## src/rtl/pc_pkg.sv

```systemverilog
// Shared types and helpers for the program-counter unit: default geometry,
// the per-cycle action encoding and its fixed-priority decoder.
package pc_pkg;

  localparam int unsigned DefaultWidth       = 16;
  localparam int unsigned DefaultResetVector = 32'h0000_0004;

  typedef enum logic [2:0] {
    ACT_HOLD,
    ACT_RET,
    ACT_CALL,
    ACT_LOAD,
    ACT_INCR
  } action_e;

  // Exactly one action per cycle; ret > call > load > incr, stall wins over all.
  function automatic action_e decode_action(input logic en, input logic ret, input logic call,
                                            input logic load, input logic incr);
    if (!en)       return ACT_HOLD;
    else if (ret)  return ACT_RET;
    else if (call) return ACT_CALL;
    else if (load) return ACT_LOAD;
    else if (incr) return ACT_INCR;
    else           return ACT_HOLD;
  endfunction

endpackage

```

## src/rtl/ras_lifo.sv

```systemverilog
// Return-address stack: a small LIFO that silently ignores push-when-full and
// pop-when-empty; the owner decides how to flag those cases.
module ras_lifo #(
  parameter int unsigned WIDTH = 16,
  parameter int unsigned DEPTH = 8
) (
  input  logic                     clock,
  input  logic                     resetn,
  input  logic                     push_i,
  input  logic                     pop_i,
  input  logic [WIDTH-1:0]         push_data_i,
  output logic [WIDTH-1:0]         top_data_o,
  output logic                     full_o,
  output logic                     empty_o,
  output logic [$clog2(DEPTH):0]   count_o
);

  localparam int unsigned PtrW = $clog2(DEPTH);
  localparam int unsigned CntW = PtrW + 1;

  logic [WIDTH-1:0] mem_q [DEPTH];
  logic [CntW-1:0]  count_q, count_d;
  logic [PtrW-1:0]  wr_ptr, rd_ptr;
  logic             do_push, do_pop;

  assign full_o     = (count_q == CntW'(DEPTH));
  assign empty_o    = (count_q == '0);
  assign count_o    = count_q;
  assign wr_ptr     = count_q[PtrW-1:0];
  assign rd_ptr     = wr_ptr - PtrW'(1);
  assign top_data_o = mem_q[rd_ptr];
  assign do_push    = push_i && !full_o;
  assign do_pop     = pop_i && !empty_o;

  always_comb begin
    count_d = count_q;
    if (do_push) begin
      count_d = count_q + CntW'(1);
    end else if (do_pop) begin
      count_d = count_q - CntW'(1);
    end
  end

  always_ff @(posedge clock) begin
    if (!resetn) begin
      count_q <= '0;
    end else begin
      count_q <= count_d;
    end
  end

  // Storage needs no reset; only count decides which entries are live.
  always_ff @(posedge clock) begin
    if (resetn && do_push) begin
      mem_q[wr_ptr] <= push_data_i;
    end
  end

endmodule

```

## src/rtl/pc_unit_ras.sv

```systemverilog
// Program counter with jump/step/call/return and a hardware return-address
// stack; error flags are sticky until reset.
module pc_unit_ras
  import pc_pkg::*;
#(
  parameter int unsigned       WIDTH        = DefaultWidth,
  parameter logic [WIDTH-1:0]  RESET_VECTOR = WIDTH'(DefaultResetVector),
  parameter int unsigned       STEP         = 1,
  parameter int unsigned       DEPTH        = 8
) (
  input  logic             clock,
  input  logic             resetn,
  input  logic             en_i,
  input  logic             load_i,
  input  logic             incr_i,
  input  logic             call_i,
  input  logic             ret_i,
  input  logic [WIDTH-1:0] load_addr_i,
  output logic [WIDTH-1:0] pc_o,
  output logic             stack_full_o,
  output logic             stack_empty_o,
  output logic             overflow_err_o,
  output logic             underflow_err_o
);

  localparam logic [WIDTH-1:0] StepW = WIDTH'(STEP);
  localparam int unsigned      CntW  = $clog2(DEPTH) + 1;

  action_e          action;
  logic [WIDTH-1:0] pc_q, pc_d;
  logic             ovf_q, ovf_d;
  logic             unf_q, unf_d;
  logic             push, pop;
  logic [WIDTH-1:0] ras_top;
  logic             ras_full, ras_empty;
  logic [CntW-1:0]  ras_count;

  assign action = decode_action(en_i, ret_i, call_i, load_i, incr_i);

  ras_lifo #(
    .WIDTH (WIDTH),
    .DEPTH (DEPTH)
  ) u_ras (
    .clock       (clock),
    .resetn      (resetn),
    .push_i      (push),
    .pop_i       (pop),
    .push_data_i (pc_q + StepW),
    .top_data_o  (ras_top),
    .full_o      (ras_full),
    .empty_o     (ras_empty),
    .count_o     (ras_count)
  );

  always_comb begin
    pc_d  = pc_q;
    ovf_d = ovf_q;
    unf_d = unf_q;
    push  = 1'b0;
    pop   = 1'b0;
    unique case (action)
      ACT_RET: begin
        if (!ras_empty) begin
          pc_d = ras_top;
          pop  = 1'b1;
        end else begin
          unf_d = 1'b1;
        end
      end
      ACT_CALL: begin
        // The jump happens even when the return address cannot be saved.
        pc_d = load_addr_i;
        if (!ras_full) begin
          push = 1'b1;
        end else begin
          ovf_d = 1'b1;
        end
      end
      ACT_LOAD: pc_d = load_addr_i;
      ACT_INCR: pc_d = pc_q + StepW;
      default:  pc_d = pc_q;
    endcase
  end

  always_ff @(posedge clock) begin
    if (!resetn) begin
      pc_q  <= RESET_VECTOR;
      ovf_q <= 1'b0;
      unf_q <= 1'b0;
    end else begin
      pc_q  <= pc_d;
      ovf_q <= ovf_d;
      unf_q <= unf_d;
    end
  end

  assign pc_o            = pc_q;
  assign stack_full_o    = (ras_count == CntW'(DEPTH));
  assign stack_empty_o   = (ras_count == '0);
  assign overflow_err_o  = ovf_q;
  assign underflow_err_o = unf_q;

endmodule

```

## config.mk

```make
export PLATFORM = sky130hd
export DESIGN_NAME = pc_unit_ras
export DESIGN_NICKNAME = d
export VERILOG_FILES = /design/src/rtl/pc_pkg.sv /design/src/rtl/ras_lifo.sv /design/src/rtl/pc_unit_ras.sv
export SDC_FILE = /design/constraint.sdc
export NUM_CORES = 1
export LEC_CHECK = 0
export ABC_CLOCK_PERIOD_IN_PS = 9500
export CORE_ASPECT_RATIO = 1.1
export CORE_MARGIN = 5
export CORE_UTILIZATION = 50
export DETAILED_ROUTE_END_ITERATION = 10
export PLACE_DENSITY = 0.69
export SLEW_MARGIN = 20
export SYNTH_ARGS = -nofsm -noshare
export SYNTH_HDL_FRONTEND = slang
export SYNTH_SLANG_ARGS = --single-unit
```

## constraint.sdc

```tcl
create_clock -name clock -period 9.5 [get_ports clock]
set_input_delay 1.9 -clock clock [delete_from_list [all_inputs] [get_ports clock]]
set_output_delay 1.9 -clock clock [all_outputs]
set_load 0.02 [all_outputs]
```

==> results.yml <==
global_route:
  grt_use_total_pct: 21.02
  grt_remaining_overflow: 0
  grt_pass1_vias: 4149
  grt_max_degree: 36
  grt_pass1_wl_mm: 23.49
  antenna_found_initial: 0
synthesis:
  synthFlopType: "edfxtp_1"
  syn_area_per_cell_sq_um: 14.35
  synth.area.top_cells: "edfxtp_1, mux4_2, dfxtp_1, nand2_1, a21oi_1"
  ys_async_sr_fraction_pct: 0
  synth_common_cells: "edfxtp_1, nand2_1, mux4_2"
  yosysMostFrequentCell: "edfxtp_1"
  syn-cell-area_sq_um: 6355
  synth_warnings: 0
  syn-num-nets: 470
  yosys.area.top_type: "edfxtp_1"
  synth_edf_count: 128
  synth_cell_types: 38
  synthCells: 443
  ys_ff_latch: 150
  seq_area_frac_synth_pct: 67.41
  synth_top_area_share_pct: 60.48
detailed_routing:
  vias_per_cell: 6.147
  drt_wl_total_mm: 15.27
  drtIter0Drc: 451
  wire_per_inst_um: 22.93
  drtPass1Iterations: 5
  num_vias: 4094
  remaining_drc_errors: 0
  ant_nets: 0
timing:
  max_freq_mhz: 219.9
  min_period_ps: 4548
  tns_ps: 0
  report.final.slew_viol_count: 0
  worst_pin_slew_ps: 1105
  finalHoldViolCount: 0
  clock_skew_ps: 10.67
  min_period_over_period_pct: 47.87
  max_slew_margin_pct: 26.06
  setup_ws_ps: 4952
  rsz0062_at_grt: "no"
  finalSetupViolCount: 0
floorplan:
  start_util_pct: 50.69
  ios: 43
  die_width_um: 117.5
  die_area_sq_um: 15070
  core_area_sq_um: 12540
  die_y_um: 128.2
  num_rows: 43
cts:
  cts_resized: 0
  clock_latency_ps: 430
  cts_sinks: 150
  cts_tree: "yes"
  ctsHoldBuffers: 0
  root_buffer: "clkbuf_16"
  h-tree-depth: 4
  post-cts-setup-buffers: 0
  cts.clk_slew.worst_paths_ps: 50
  cts_buffer_depth: 2
  cts_buffers: 17
place:
  pre_cts_ws_ps: 4805
  gp_congestion: 0.8690
  place_area_sq_um: 6993
  io_buffers: 42
  dp_hpwl_mm: 9.393
  placedCellCount: 634
critical_path:
  cp.required_ps: 7600
  critPathMaxFanout: 35
  setup.worst_path.end_class: "output pin"
  rr_worst_depth: 8
  startpoint_type: "flop"
  cp.arrival_ps: 2650
  path_class: "reg -> out"
pwr:
  p_leak_nw: 2.536
  power_density_nw_per_um2: 243.0
  ir_worst_vdd_mv: 0.1222
min_path:
  worstHoldPathCells: 2
  hold_class: "reg -> reg"
final_layout:
  fin_nets: 523
  stdcell_area_sq_um: 7536
  stdcell_count: 666
  antenna_cells: 0
  drive_gt1_share_pct: 14.15
  fillers: 931
  area_growth_pct: 18.59
outcome:
  status: "completed"
run:
  cap_violations: 0
cell families after synthesis:
logic type / synth area share (%)
compound gates: 7.541
xor+xnor: 2.914
fa+ha+maj: 0.7876
buf+inv: 2.008
flops: 67.41
mux: 10.00
simple gates: 9.333
path summary, 6_finish.rpt:
kind | startpoint | end | slack (ps)
max | u_ras.count_o[0] | stack_empty_o | 4950
min | overflow_err_o | overflow_err_o | 480
max reg2reg | u_ras.count_o[0] | u_ras.mem_q[2][13] | 6030
min reg2reg | overflow_err_o | overflow_err_o | 480
worst max-delay path, stage by stage (launching register included):
cell and delay [ps]:
dfxtp_2 310, buf_4 310, inv_1 190, ha_1 370, nor3b_2 360, clkdlybuf4s50_1 680
power breakdown:
part           total [mW]  switching, mW  internal, mW  leakage [nW]
clock network       0.619          0.240         0.379         0.269
logic               0.418          0.244         0.174         0.915
registers           0.794         0.0327         0.762          1.35
area by class of cell:
type / instances / area, sq um / area share [%]
Sequential cell: 150 / 4285 / 56.87
Inverter: 10 / 37.54 / 0.4981
Tap cell: 157 / 196.4 / 2.607
Timing Repair Buffer: 54 / 510.5 / 6.774
Clock buffer: 27 / 493.0 / 6.542
Multi-Input combinational cell: 263 / 1963 / 26.05
Clock inverter: 5 / 50.05 / 0.6641
placed cells by master (no fill, tap or decap), drive strengths merged, types with 14 or more instances in the layout:
cell           count
edfxtp           128
nor2              22
nand2             61
mux4              25
a21oi             20
nand3             14
o21ai             19
clkdlybuf4s50     42
dfxtp             22
clkbuf            27
through the flow:
stage | total power, mW | util, % | hold slack [ps]
global placement | 1.217 | 55.78 | 464.2
CTS | 1.839 | 60.12 | 483.2
floorplan | 1.089 | - | 525.6
detailed placement | 1.227 | 55.78 | 470.8
global route | 1.908 | 60.12 | 510.6
finish | 1.831 | 60.12 | 475.2
per-layer routing:
layer | track usage (%) | vias up | part of all wire [%]
li1 | - | 1826 | -
met2 | 33.39 | 208 | 49
met4 | 11.54 | 0 | 3.5
met5 | 0 | - | 0
met1 | 27.10 | 2022 | 40
met3 | 4.634 | 38 | 8.2
flip-flops by register name, summed over array words and instances (netlist names):
name and count:
pc_o 16, underflow_err_o 1, u_ras.count_o 4, overflow_err_o 1
u_ras.mem_q 128
Note: power is estimated with default switching activity, not from simulation.
